<file path="src/rtl/rv32_fetch_pkg.sv">
// Shared fetch-side constants and types for the direct-mapped instruction cache.
package rv32_fetch_pkg;
   localparam int IDX_BITS   = 3;
   localparam int NUM_BLOCKS = 1 << IDX_BITS;
   localparam int MEM_ADDR_W = 6;
   localparam int TAG_BITS   = MEM_ADDR_W - IDX_BITS;
   localparam int BLOCK_W    = 128;
   localparam int OFF_BITS   = 2;

   // Field positions within the byte-address PC
   localparam int OFF_LSB = 2;
   localparam int IDX_LSB = 4;
   localparam int TAG_LSB = 7;

   localparam logic [31:0] NOP_INSTR = 32'h0000_0013;

   typedef enum logic [1:0] {IDLE, FETCH, UPDATE} fetch_state_t;

   function automatic logic [31:0] get_word(input logic [BLOCK_W-1:0] blk,
                                            input logic [OFF_BITS-1:0] off);
      return blk[off*32 +: 32];
   endfunction
endpackage

</file>
<file path="src/rtl/icache_data_array.sv">
// Block storage for the instruction cache: async read, sync write, async clear of valid bits.
module icache_data_array
   import rv32_fetch_pkg::*;
(
   input  logic                CLK,
   input  logic                RESET,
   input  logic [IDX_BITS-1:0] rd_idx,
   output logic [BLOCK_W-1:0]  rd_block,
   output logic [TAG_BITS-1:0] rd_tag,
   output logic                rd_valid,
   input  logic                wr_en,
   input  logic [IDX_BITS-1:0] wr_idx,
   input  logic [TAG_BITS-1:0] wr_tag,
   input  logic [BLOCK_W-1:0]  wr_block
);
   logic [BLOCK_W-1:0]  data_q [NUM_BLOCKS];
   logic [TAG_BITS-1:0] tag_q  [NUM_BLOCKS];
   logic [NUM_BLOCKS-1:0] valid_q;

   // Tags and data are left uninitialised; only valid bits gate a hit
   always_ff @(posedge CLK) begin
      if (wr_en) begin
         data_q[wr_idx] <= wr_block;
         tag_q[wr_idx]  <= wr_tag;
      end
   end

   always_ff @(posedge CLK or negedge RESET) begin
      if (!RESET)     valid_q         <= '0;
      else if (wr_en) valid_q[wr_idx] <= 1'b1;
   end

   assign rd_block = data_q[rd_idx];
   assign rd_tag   = tag_q[rd_idx];
   assign rd_valid = valid_q[rd_idx];
endmodule

</file>
<file path="src/rtl/instruction_cache.sv">
// Direct-mapped 8 x 16-byte instruction cache with zero-latency hits and a
// blocking single-block refill from the instruction memory.
module instruction_cache
   import rv32_fetch_pkg::*;
(
   input  logic                  CLK,
   input  logic                  RESET,
   input  logic [31:0]           PC,
   output logic [31:0]           INSTRUCTION,
   output logic                  BUSYWAIT,
   output logic                  MEM_READ,
   output logic [MEM_ADDR_W-1:0] MEM_ADDRESS,
   input  logic [BLOCK_W-1:0]    MEM_READINST,
   input  logic                  MEM_BUSYWAIT
);
   fetch_state_t state;
   logic [BLOCK_W-1:0]  refill_q;
   logic [BLOCK_W-1:0]  rd_block;
   logic [TAG_BITS-1:0] rd_tag;
   logic                rd_valid;
   logic                hit;
   logic                pc_unused;

   assign pc_unused = ^{PC[31:10], PC[1:0]};

   icache_data_array u_array (
      .CLK      (CLK),
      .RESET    (RESET),
      .rd_idx   (PC[IDX_LSB +: IDX_BITS]),
      .rd_block (rd_block),
      .rd_tag   (rd_tag),
      .rd_valid (rd_valid),
      .wr_en    (state == UPDATE),
      .wr_idx   (MEM_ADDRESS[IDX_BITS-1:0]),
      .wr_tag   (MEM_ADDRESS[MEM_ADDR_W-1:IDX_BITS]),
      .wr_block (refill_q)
   );

   assign hit = rd_valid && (rd_tag == PC[TAG_LSB +: TAG_BITS]);

   // RESET gating keeps the pipeline unstalled and fed NOPs while reset is held
   assign BUSYWAIT    = RESET && !((state == IDLE) && hit);
   assign INSTRUCTION = (RESET && (state == IDLE) && hit) ?
                        get_word(rd_block, PC[OFF_LSB +: OFF_BITS]) : NOP_INSTR;

   // MEM_ADDRESS doubles as the latched miss address for the whole refill
   always_ff @(posedge CLK or negedge RESET) begin
      if (!RESET) begin
         state       <= IDLE;
         MEM_READ    <= 1'b0;
         MEM_ADDRESS <= '0;
         refill_q    <= '0;
      end else begin
         case (state)
            IDLE: if (!hit) begin
               MEM_ADDRESS <= PC[IDX_LSB +: MEM_ADDR_W];
               MEM_READ    <= 1'b1;
               state       <= FETCH;
            end
            FETCH: if (!MEM_BUSYWAIT) begin
               refill_q <= MEM_READINST;
               MEM_READ <= 1'b0;
               state    <= UPDATE;
            end
            UPDATE:  state <= IDLE;
            default: state <= IDLE;
         endcase
      end
   end
endmodule

</file>
<file path="config.mk">
export PLATFORM = sky130hd
export DESIGN_NAME = instruction_cache
export DESIGN_NICKNAME = d
export VERILOG_FILES = /design/src/rtl/rv32_fetch_pkg.sv /design/src/rtl/icache_data_array.sv /design/src/rtl/instruction_cache.sv
export SDC_FILE = /design/constraint.sdc
export NUM_CORES = 1
export LEC_CHECK = 0
export CELL_PAD_IN_SITES_DETAIL_PLACEMENT = 1
export CELL_PAD_IN_SITES_GLOBAL_PLACEMENT = 1
export CORE_MARGIN = 1
export CORE_UTILIZATION = 54
export DETAILED_ROUTE_END_ITERATION = 12
export HOLD_SLACK_MARGIN = 0.08
export PLACE_DENSITY = 0.81
export SLEW_MARGIN = 20
export SYNTH_ARGS = -nofsm -noshare
export SYNTH_HDL_FRONTEND = slang
export SYNTH_HIERARCHICAL = 1
export SYNTH_SLANG_ARGS = --single-unit
</file>
<file path="constraint.sdc">
create_clock -name CLK -period 20.7 [get_ports CLK]
set_clock_uncertainty 0.15 [all_clocks]
set_input_delay 3.105 -clock CLK [delete_from_list [all_inputs] [get_ports CLK]]
set_output_delay 3.105 -clock CLK [all_outputs]
set_load 0.01 [all_outputs]
</file>
==> impl_summary.txt <==
----------------------------------------------------
[Outcome]
  Status ... finished clean

[Floorplanning]
  Count of pins on the block boundary ... between 200 and 250
  Area enclosed by the die boundary ... 0.0874 mm²
  Placeable core region ... roughly 0.085 mm²
  Placement Rows ... 107
  Die extent in y ... a little under 300 µm
  Initial standard-cell utilization of the core ... 0.546
  Horizontal die dimension ... just under 300 µm

[Final layout]
  Ant diodes ... 0
  Fraction of final layout cells sized beyond drive strength 1 ... 0.291
  FF+latch area ... 0.0351 mm²
  Final standard cell area without fillers ... roughly 0.053 mm²
  Synthesis-to-layout area growth ... 14.7%
  Commonest non-fill, non-tap cell in the layout ... edfxtp_1
  Combined area of the multi-input logic cells ... between 0.01 and 0.015 mm²
  Final core utilization ... 0.626
  Commonest cells after routing, fill and taps aside ... edfxtp_1 (1048), mux2_2 (256), clkdlybuf4s50_1 (172)
  Final-stage net count ... 2318
  Filler instances ... between 6000 and 7000

[Clock tree]
  Clock slew seen by the registers of the worst setup and hold paths ... roughly 0.06 ns
  Root Driver ... clkbuf_16
  Clock tree buffer depth ... 3
  Number of setup buffers added after CTS ... 0
  Clock latency reported for the late side of the worst-skew pair ... a little under 0.7 ns
  Resized Gates After CTS ... 0
  Clock tree from TritonCTS ... built
  Total CTS buffers ... ~120
  Number of H-tree levels ... 3
  Clock sink total ... 1193
  Total of hold buffers inserted after clock tree synthesis ... 0

[Setup path]
  Critical Path RT ... ~17 ns
  Critical path fanouts, max ... 85
  Start-to-end type of the worst setup path ... input port to output pin
  Kind of launch point of the worst setup path ... input port
  WP data arrival ... just over 8 ns
  Element type at the critical path end ... output pin

[Timing]
  Setup violators final ... 0
  Remaining max-slew budget at the tightest pin ... 0.274
  Fraction of the cycle the final worst path needs ... 0.559
  Setup repair after global routing missed its margin ... false
  Final Max Slew Viols ... 0
  Final hold vios ... 0
  Transition time at the pin with the least slew margin ... 1.09 ns
  Clock period minus worst slack ... between 10 and 15 ns
  Hold Worst Slack ... 0.327 ns
  Maximum clock rate ... approximately 86 MHz
  TNS Setup ... 0 ns

[Synth]
  Share of synthesized registers carrying an async set or reset ... 0.122
  Syn avg cell area ... roughly 24 µm²
  Top_reg_cell synth ... edfxtp_1
  Sequential fraction of the synthesis area ... 0.754
  Synth Instances ... just under 2000
  Number of enable flip-flop cells after synthesis ... between 1000 and 1500
  Unique cell type count in the Yosys netlist ... 31
  Yosys top cell area share ... 0.676
  FF+latch count, synth ... between 1000 and 1500
  Synthesized cell area ... between 0.04 and 0.05 mm²
  Area contributors post-synth ... edfxtp_1 (68%), dfrtp_1 (7.8%), mux4_2 (7.7%), mux4_1 (7.7%), mux2_2 (6.2%)
  Leading area contributor after synthesis ... edfxtp_1
  Syn nets ... between 2000 and 2500
  YS warnings ... 6

[GRT]
  Number of global-route vias before repair ... between 20000 and 25000
  First-pass GRT wire length ... roughly 150000 µm
  Maximum number of pins on one net before global-route repair ... 130
  GRT Overall Usage ... 0.247
  Remaining Overflow, GRT ... 0
  Initial antenna violation count ... 4

[Routing]
  Average via count per standard cell ... between 6 and 7
  Overall via count from detail_route ... 21100
  Routed wire per std cell ... a little over 30 µm
  Pre-Repair DR Iteration Count ... 5
  DRC violation total after the first TritonRoute iteration ... about 1700
  DRC Markers ... 0
  Final routed wirelength across all metal layers ... 105000 µm
  Number of nets still failing antenna checks after routing ... 0

[Place]
  Detail Placement HPWL ... 53800 µm
  Placed standard-cell area ... just under 0.05 mm²
  Final estimated routing congestion in global placement ... about 0.7
  Count of port buffers added during placement ... 178

[Power]
  VDD IR-drop max ... ~0.089 mV
  Tot Pwr ... between 6000 and 7000 µW
  Total power per unit cell area ... 115 mW/mm²
  Static power due to leakage ... between 0.015 and 0.02 µW

[Run]
  Max_cap viols ... 0

[Hold path]
  Tightest Hold Check Type ... flop to flop

----------------------------------------------------
-- cell families after synthesis --
group                  share of synthesized area
XOR/XNOR                                0.000565
multiplexers                               0.219
AND/OR/NAND/NOR                          0.00766
buffers and inverters                     0.0170
flip-flops                                 0.754
AO/OA/AOI/OAI                            0.00196
-- power breakdown --
part | internal, µW | switching [µW] | total (µW)
combinational | 266 | 247 | 513
clock | 1270 | 897 | 2170
sequential | 3130 | 328 | 3460
-- synthesized netlist by cell type (4+ instances only) --
library cell and count:
or2_2 4, buf_12 4, inv_1 5, mux4_2 160, buf_2 8, mux2_2 256
dfrtp_1 145, nor3b_1 30, mux4_1 136, mux2_1 10, buf_1 20, edfxtp_1 1048
a41o_1 4, buf_8 14, buf_6 14, clkbuf_1 32, buf_4 12
-- state kept, by name, summed over array words and instances, names as in the netlist --
name and flops:
u_array/data_q 1024, refill_q 128, u_array/tag_q 24, u_array/valid_q 8, MEM_ADDRESS 6, state 2, MEM_READ 1
-- per-stage QoR --
stage	setup WS [ns]	cells
global placement	8.85	3179
floorplan	4.99	1928
detailed placement	8.74	3179
CTS	8.73	3400
finish	9.14	3401
global route	8.75	3401
-- critical path: stages --
cell	delay [ns]
buf_8	0.64
buf_6	0.75
buf_4	0.75
buf_4	0.72
mux4_1	0.64
mux2_2	0.30
mux4_2	0.48
nor3b_1	0.17
clkdlybuf4s50_1	0.53
-- layer usage --
layer | vias to the layer above | share of wire | GRT usage
met5 | - | 0 | 0
met4 | 0 | 0.028 | 0.0771
met3 | 179 | 0.057 | 0.0389
met2 | 763 | 0.52 | 0.427
met1 | 11400 | 0.40 | 0.325
li1 | 8709 | - | -
-- layout make-up --
class / instances / area share
flip-flops and latches: 1193 / 0.658
inverters: 5 / 0.000352
multi-input cells: 626 / 0.201
clock buffers: 152 / 0.0604
well taps: 1144 / 0.0268
repair buffers: 212 / 0.0404
clock inverters: 69 / 0.0137
-- path summary, 6_finish.rpt --
path	slack (ns)	cells after the start	from	to
setup / recovery	9.14	9	PC[4]	INSTRUCTION[22]
hold / removal	0.33	1	u_array/valid_q[7]$_DFFE_PN0P_	u_array/valid_q[7]$_DFFE_PN0P_
setup reg to reg	17.16	4	state[1]$_DFFE_PN0P_	u_array/data_q[6][90]$_DFFE_PP_
hold reg to reg	0.33	1	u_array/valid_q[7]$_DFFE_PN0P_	u_array/valid_q[7]$_DFFE_PN0P_
max in group asynchronous	17.14	2	RESET	refill_q[92]$_DFFE_PN0P_
min in group asynchronous	2.16	1	RESET	refill_q[63]$_DFFE_PN0P_
No activity file was read; power rests on OpenSTA's default activity.
